==> config.mk <==
export PLATFORM = sky130hd
export DESIGN_NAME = input_buf_arbiter_flat
export DESIGN_NICKNAME = d
export VERILOG_FILES = /design/src/rtl/input_buf_arbiter_if.sv /design/src/rtl/input_buf_arbiter.sv /design/src/flat_wrapper.sv
export SDC_FILE = /design/constraint.sdc
export NUM_CORES = 1
export LEC_CHECK = 0
export ABC_CLOCK_PERIOD_IN_PS = 3500
export BUFFER_PORTS_ARGS = -buffer_cell sky130_fd_sc_hd__buf_4
export CORE_AREA = 5 5 87 89
export CTS_CLUSTER_SIZE = 40
export DETAILED_ROUTE_END_ITERATION = 8
export DIE_AREA = 0 0 92 94
export GPL_ROUTABILITY_DRIVEN = 0
export GPL_TIMING_DRIVEN = 0
export PLACE_DENSITY = 0.81
export REMOVE_ABC_BUFFERS = 1
export SLEW_MARGIN = 10
export SYNTH_ARGS = -nofsm -noshare
export SYNTH_HDL_FRONTEND = slang
export SYNTH_SLANG_ARGS = --single-unit
==> constraint.sdc <==
create_clock -name clk -period 3.5 [get_ports clk]
set_input_delay 0.175 -clock clk [delete_from_list [all_inputs] [get_ports clk]]
set_output_delay 0.175 -clock clk [all_outputs]
set_load 0.02 [all_outputs]
==> src/rtl/input_buf_arbiter_if.sv <==
// Handshake bundle between the AXI wrapper, the conv engine and the
// input-buffer SRAM; the arbiter takes the slave side.
interface input_buf_arbiter_if #(
  parameter int ADDR_W = 14,
  parameter int DATA_W = 32,
  parameter int LEN_W  = 4
) ();
  logic                  bus_req;
  logic                  bus_we;
  logic [ADDR_W-1:0]     bus_addr;
  logic [LEN_W-1:0]      bus_len;
  logic [DATA_W-1:0]     bus_wdata;
  logic [DATA_W/8-1:0]   bus_wstrb;
  logic                  bus_gnt;
  logic [DATA_W-1:0]     bus_rdata;
  logic                  bus_rvalid;
  logic                  bus_done;
  logic                  eng_req;
  logic [ADDR_W-1:0]     eng_addr;
  logic [LEN_W-1:0]      eng_len;
  logic                  eng_gnt;
  logic [DATA_W-1:0]     eng_rdata;
  logic                  eng_rvalid;
  logic                  eng_done;
  logic                  sram_cs;
  logic [DATA_W/8-1:0]   sram_we;
  logic [ADDR_W-1:0]     sram_addr;
  logic [DATA_W-1:0]     sram_wdata;
  logic [DATA_W-1:0]     sram_rdata;

  modport slave (
    input  bus_req, bus_we, bus_addr, bus_len,
    input  bus_wdata, bus_wstrb,
    output bus_gnt, bus_rdata, bus_rvalid, bus_done,
    input  eng_req, eng_addr, eng_len,
    output eng_gnt, eng_rdata, eng_rvalid, eng_done,
    output sram_cs, sram_we, sram_addr, sram_wdata,
    input  sram_rdata
  );

  modport master (
    output bus_req, bus_we, bus_addr, bus_len,
    output bus_wdata, bus_wstrb,
    input  bus_gnt, bus_rdata, bus_rvalid, bus_done,
    output eng_req, eng_addr, eng_len,
    input  eng_gnt, eng_rdata, eng_rvalid, eng_done,
    input  sram_cs, sram_we, sram_addr, sram_wdata,
    output sram_rdata
  );
endinterface

==> src/rtl/input_buf_arbiter.sv <==
// Bus/engine burst arbiter for the single-port input-buffer SRAM.
// INBUF_ENG_PRIORITY_EN: engine wins every tie instead of round-robin.
module input_buf_arbiter #(
  parameter int ADDR_W = 14,
  parameter int DATA_W = 32,
  parameter int LEN_W  = 4
) (
  input  logic               clk,
  input  logic               rst,
  input_buf_arbiter_if.slave io
);

  typedef enum logic [1:0] {
    S_IDLE,
    S_BUS,
    S_ENG
  } state_t;

  state_t              r_state;
  logic [ADDR_W-1:0]   r_addr;
  logic [LEN_W-1:0]    r_cnt;
  logic                r_we;
  logic                r_bus_rvalid;
  logic                r_eng_rvalid;
  logic                r_bus_done;
  logic                r_eng_done;
`ifndef INBUF_ENG_PRIORITY_EN
  logic                r_last_eng;
`endif

  logic                w_bus_acc;
  logic                w_eng_acc;
  logic                w_acc;
  logic                w_wr;
  logic                w_last;
  logic                w_pick_bus;
  logic                w_pick_eng;
  logic                w_rv;
  logic [DATA_W-1:0]   w_rdata;

  always_comb begin
    w_bus_acc = (r_state == S_BUS) && io.bus_req;
    w_eng_acc = (r_state == S_ENG) && io.eng_req;
    w_acc     = w_bus_acc || w_eng_acc;
    w_wr      = w_bus_acc && r_we;
    w_last    = (r_cnt == '0);
`ifdef INBUF_ENG_PRIORITY_EN
    w_pick_eng = io.eng_req;
`else
    // bus takes the tie unless it was the last one served
    w_pick_eng = io.eng_req && (!io.bus_req || !r_last_eng);
`endif
    w_pick_bus = io.bus_req && !w_pick_eng;
  end

  assign w_rv    = r_bus_rvalid || r_eng_rvalid;
  assign w_rdata = w_rv ? io.sram_rdata : '0;

  assign io.bus_gnt    = (r_state == S_BUS);
  assign io.eng_gnt    = (r_state == S_ENG);
  assign io.bus_rdata  = w_rdata;
  assign io.eng_rdata  = w_rdata;
  assign io.bus_rvalid = r_bus_rvalid;
  assign io.eng_rvalid = r_eng_rvalid;
  assign io.bus_done   = r_bus_done;
  assign io.eng_done   = r_eng_done;

  assign io.sram_cs    = w_acc;
  assign io.sram_we    = w_wr ? io.bus_wstrb : '0;
  assign io.sram_addr  = w_acc ? r_addr : '0;
  assign io.sram_wdata = w_wr ? io.bus_wdata : '0;

  always_ff @(posedge clk or negedge rst) begin
    if (!rst) begin
      r_state      <= S_IDLE;
      r_addr       <= '0;
      r_cnt        <= '0;
      r_we         <= 1'b0;
      r_bus_rvalid <= 1'b0;
      r_eng_rvalid <= 1'b0;
      r_bus_done   <= 1'b0;
      r_eng_done   <= 1'b0;
`ifndef INBUF_ENG_PRIORITY_EN
      r_last_eng   <= 1'b1;
`endif
    end else begin
      r_bus_rvalid <= w_bus_acc && !r_we;
      r_eng_rvalid <= w_eng_acc;
      r_bus_done   <= w_bus_acc && w_last;
      r_eng_done   <= w_eng_acc && w_last;
      unique case (r_state)
        S_IDLE: begin
          unique case (1'b1)
            w_pick_bus: begin
              r_state <= S_BUS;
              r_addr  <= io.bus_addr;
              r_cnt   <= io.bus_len;
              r_we    <= io.bus_we;
`ifndef INBUF_ENG_PRIORITY_EN
              r_last_eng <= 1'b0;
`endif
            end
            w_pick_eng: begin
              r_state <= S_ENG;
              r_addr  <= io.eng_addr;
              r_cnt   <= io.eng_len;
              r_we    <= 1'b0;
`ifndef INBUF_ENG_PRIORITY_EN
              r_last_eng <= 1'b1;
`endif
            end
            default: r_state <= S_IDLE;
          endcase
        end
        S_BUS, S_ENG: begin
          if (w_acc) begin
            r_addr <= r_addr + ADDR_W'(1);
            r_cnt  <= r_cnt - LEN_W'(1);
            if (w_last) r_state <= S_IDLE;
          end
        end
        default: r_state <= S_IDLE;
      endcase
    end
  end

endmodule

==> src/flat_wrapper.sv <==
// flat-port wrapper written by rule: the top's interface ports become plain ports
module input_buf_arbiter_flat 
#(
  parameter int ADDR_W = 14,
  parameter int DATA_W = 32,
  parameter int LEN_W  = 4
)
  (clk, rst, io_bus_req, io_bus_we, io_bus_addr, io_bus_len, io_bus_wdata, io_bus_wstrb, io_bus_gnt, io_bus_rdata, io_bus_rvalid, io_bus_done, io_eng_req, io_eng_addr, io_eng_len, io_eng_gnt, io_eng_rdata, io_eng_rvalid, io_eng_done, io_sram_cs, io_sram_we, io_sram_addr, io_sram_wdata, io_sram_rdata);
  input_buf_arbiter_if #(.ADDR_W(ADDR_W), .DATA_W(DATA_W), .LEN_W(LEN_W)) io_i ();
  input  logic clk;
  input  logic rst;
  input wire logic [$bits(io_i.bus_req)-1:0] io_bus_req;
  input wire logic [$bits(io_i.bus_we)-1:0] io_bus_we;
  input wire logic [$bits(io_i.bus_addr)-1:0] io_bus_addr;
  input wire logic [$bits(io_i.bus_len)-1:0] io_bus_len;
  input wire logic [$bits(io_i.bus_wdata)-1:0] io_bus_wdata;
  input wire logic [$bits(io_i.bus_wstrb)-1:0] io_bus_wstrb;
  output wire logic [$bits(io_i.bus_gnt)-1:0] io_bus_gnt;
  output wire logic [$bits(io_i.bus_rdata)-1:0] io_bus_rdata;
  output wire logic [$bits(io_i.bus_rvalid)-1:0] io_bus_rvalid;
  output wire logic [$bits(io_i.bus_done)-1:0] io_bus_done;
  input wire logic [$bits(io_i.eng_req)-1:0] io_eng_req;
  input wire logic [$bits(io_i.eng_addr)-1:0] io_eng_addr;
  input wire logic [$bits(io_i.eng_len)-1:0] io_eng_len;
  output wire logic [$bits(io_i.eng_gnt)-1:0] io_eng_gnt;
  output wire logic [$bits(io_i.eng_rdata)-1:0] io_eng_rdata;
  output wire logic [$bits(io_i.eng_rvalid)-1:0] io_eng_rvalid;
  output wire logic [$bits(io_i.eng_done)-1:0] io_eng_done;
  output wire logic [$bits(io_i.sram_cs)-1:0] io_sram_cs;
  output wire logic [$bits(io_i.sram_we)-1:0] io_sram_we;
  output wire logic [$bits(io_i.sram_addr)-1:0] io_sram_addr;
  output wire logic [$bits(io_i.sram_wdata)-1:0] io_sram_wdata;
  input wire logic [$bits(io_i.sram_rdata)-1:0] io_sram_rdata;
  assign io_i.bus_req = io_bus_req;
  assign io_i.bus_we = io_bus_we;
  assign io_i.bus_addr = io_bus_addr;
  assign io_i.bus_len = io_bus_len;
  assign io_i.bus_wdata = io_bus_wdata;
  assign io_i.bus_wstrb = io_bus_wstrb;
  assign io_bus_gnt = io_i.bus_gnt;
  assign io_bus_rdata = io_i.bus_rdata;
  assign io_bus_rvalid = io_i.bus_rvalid;
  assign io_bus_done = io_i.bus_done;
  assign io_i.eng_req = io_eng_req;
  assign io_i.eng_addr = io_eng_addr;
  assign io_i.eng_len = io_eng_len;
  assign io_eng_gnt = io_i.eng_gnt;
  assign io_eng_rdata = io_i.eng_rdata;
  assign io_eng_rvalid = io_i.eng_rvalid;
  assign io_eng_done = io_i.eng_done;
  assign io_sram_cs = io_i.sram_cs;
  assign io_sram_we = io_i.sram_we;
  assign io_sram_addr = io_i.sram_addr;
  assign io_sram_wdata = io_i.sram_wdata;
  assign io_i.sram_rdata = io_sram_rdata;
  input_buf_arbiter #(.ADDR_W(ADDR_W), .DATA_W(DATA_W), .LEN_W(LEN_W)) u_core (.clk(clk), .rst(rst), .io(io_i));
endmodule
==> results.yml <==
status:
  status: "complete, no violations"
routing:
  wl_met1_um: 4290
  wl_met2_um: 5110
  antenna_left: 0
  dr_wl_met3_um: 915
  vias: 2862
  drt_iter0_drc: 100
  wl_per_cell_um: 18.0
  viasPerCell: 4.93
  drcViolationCount: 0
  highest_layer: "met4"
  first_pass_iters: 4
  wl_um: 10400
clock_network:
  cts-buffers-inserted: 3
  clock-root-buffer: "clkbuf_8"
  cts_resized: 0
  insertion_delay_ns: 0.27
  cts_tree: "built"
  cts_hold_buf: 1
  post_cts.repair.setup_buffers: 0
  cts.sinks: 26
  clkTransAtPathRegs_ns: 0.09
  clock_path_buffers: 2
  htree_levels: 1
timing:
  setup_ws_ns: 1.13
  period_needed_ns: 2.37
  holdWs_ns: 0.123
  slew_viol_final: 0
  max_freq_mhz: 422
  rsz0062_at_grt: "no"
  hold_viol: 0
  fin_crit_sh_pct: 67.8
  clock_skew_ns: 0.00603
  tightest_slew_ns: 0.836
  fin_setup_tns_ns: 0
  setup_viol: 0
  max_slew_margin_pct: 44.3
die:
  fp.dieH_um: 94
  dieArea_mm2: 0.00865
  placeableCoreArea_mm2: 0.00668
  start_util_pct: 37.4
  fp.dieW_um: 92
  row_count: 30
  io_pins: 230
worst_setup_path:
  critPathKind: "reg2reg"
  start_kind: "flop"
  arrival_ns: 2.49
  reg2reg_depth: 6
  reg2reg_slack_ns: 1.13
  worstSetupStartpoint: "u_core.r_state[0]"
  cp.depth: 6
  crit_path_end_kind: "flop"
  crit_slowest_cell: "ha_2"
  crit_fanout: 46
  critPathCapture: "u_core.r_addr[0]"
  cp.required_ns: 3.62
  crit_family: "adder cells"
  cp_num_buf_inv: 1
  crit_chain: "inv_1 -> ha_2 -> nand2_1 -> and2_1 -> nand3b_1 -> o311ai_1"
  max_stage_delay_ns: 0.83
  reg2reg_to: "u_core.r_addr[0]"
  crit-reg2reg-launch: "u_core.r_state[0]"
place:
  dpl-instance-area_mm2: 0.00400
  hpwlAfterDp_um: 8660
  preCtsSetupSlack_ns: 0.738
  io_buffers: 229
power_and_ir_drop:
  finalPower_mw: 2.51
  p_int_mw: 1.24
  p_per_area_mw_per_mm2: 617
  power.switching_mw: 1.27
  p_seq_share_pct: 23.9
  clkPwrFrac_pct: 8.0
  combPwrFrac_pct: 68.1
  swShare_pct: 50.5
  cellLeakagePower_nw: 2.12
  vdd_drop_max_mv: 0.381
run:
  max-cap-violations: 0
cells_and_area:
  nFillCells: 618
  design_area_mm2: 0.00407
  antenna_cells: 0
  area_delta_synth_final_pct: 63.0
  layout-drive-gt1-share_pct: 49.8
  nets: 616
logic_synthesis:
  yosysSeqAreaShare_pct: 26.1
  ys_ff_latch: 26
  synth-main-ff-cell: "dfrtp_1"
  yosysMostFrequentCell: "and2_1"
  syn-instance-count: 316
  synth_top_cell_area_share_pct: 25.0
  avgSynthCellArea_um2: 7.91
  synthDistinctLibCells: 42
  synth_largest_area_cell: "dfrtp_1"
  yosys_warnings: 0
  yosys-top-cells-area: "dfrtp_1 (25%), and2_1 (13%), buf_4 (9.6%)"
  synth_commonest_cells: "and2_1 (52), nor2b_1 (33), buf_4 (32), nand2_1 (28), dfrtp_1 (25)"
  synth_edf_count: 0
  synth_area_mm2: 0.00250
  synth-async-reset-ratio_pct: 100
global_route:
  grt_pass1_wl_um: 15300
  grt_overflow: 0
  antenna_found_initial: 0
  grt_max_degree: 47
  track_usage_pct: 22.4
  grt_pass1_vias: 2813
hold_path:
  min_path_type: "in2reg"
## sequential cells by signal, indices dropped and copies added (netlist names)
name	cells
u_core.io.eng_rvalid	1
u_core.r_we	1
u_core.r_addr	14
u_core.io.bus_done	1
u_core.r_state	2
u_core.io.bus_rvalid	1
u_core.io.eng_done	1
u_core.r_cnt	4
u_core.r_last_eng	1
## how the worst min path moves through the flow
stage | startpoint | slack (ns) | to | cells after the start
6_report | io_bus_req | 0.12 | u_core.r_last_eng | 2
5_1_grt | io_bus_we | 0.13 | u_core.r_we | 2
4_1_cts | io_bus_req | 0.11 | u_core.r_last_eng | 2
3_5_place_dp | rst | 0.11 | u_core.r_addr[2] | 1
3_3_place_gp | rst | 0.10 | u_core.r_addr[2] | 1
2_1_floorplan | rst | -0.12 | u_core.io.bus_done | 0
## power by group through the flow
stage	combinational [mW]	sequential, mW	clock [mW]
detailed placement	1.70	0.600	0
floorplan	1.04	0.564	0
global placement	1.65	0.590	0
CTS	1.71	0.594	0.201
global route	1.86	0.621	0.217
finish	1.71	0.600	0.201
## cells by family after synthesis
family	count (synthesis)	share of synthesized area, %
simple gates	144	32.8
compound gates	64	15.6
buf+inv	58	14.6
flops	26	26.1
mux	18	7.96
fa+ha+maj	6	3.00
## worst reg2reg max path, delay by kind of cell, from the launching register on
family | cells | cell delay, ns
AOI/OAI and AO/OA | 1 | 0.11
DFF | 1 | 0.39
adders and majority gates | 1 | 0.83
buffers and inverters | 1 | 0.09
and+or+nand+nor | 3 | 0.81
## cells in the final DEF, fill, tap and decap left out, types with 5 or more instances in the layout
| cell type | synthesis | layout |
|---|---|---|
| a21oi_1 | 24 | 24 |
| and2_1 | 52 | 52 |
| buf_4 | 32 | 229 |
| dfrtp_1 | 25 | 25 |
| ha_1 | 6 | 5 |
| inv_1 | 6 | 6 |
| mux2_1 | 12 | 12 |
| nand2_1 | 28 | 28 |
| nand3_1 | 9 | 9 |
| nor2_1 | 7 | 6 |
| nor2b_1 | 33 | 33 |
| o21ai_0 | 9 | 9 |
| o21ai_1 | 6 | 6 |
| o22ai_1 | 10 | 10 |
## cell type report
| cell class | instances | area [um2] | area share [%] |
|---|---|---|---|
| flip-flops and latches | 26 | 652 | 16.0 |
| clock buffers | 4 | 55.1 | 1.35 |
| inverters | 7 | 26.3 | 0.645 |
| repair buffers | 231 | 1740 | 42.8 |
| multi-input cells | 232 | 1500 | 36.7 |
| well taps | 80 | 100 | 2.46 |
## layer usage
layer / vias to the layer above / GRT usage (%)
li1: 1404 / -
met1: 1337 / 28.9
met2: 113 / 38.0
met3: 8 / 6.81
met4: 0 / 2.23
met5: - / 0
## metrics by stage
stage	instances	util, %
floorplan	265	-
global placement	574	59.6
detailed placement	575	59.9
CTS	580	60.8
global route	580	61.0
finish	580	61.0
Note: power is estimated with default switching activity, not from simulation.
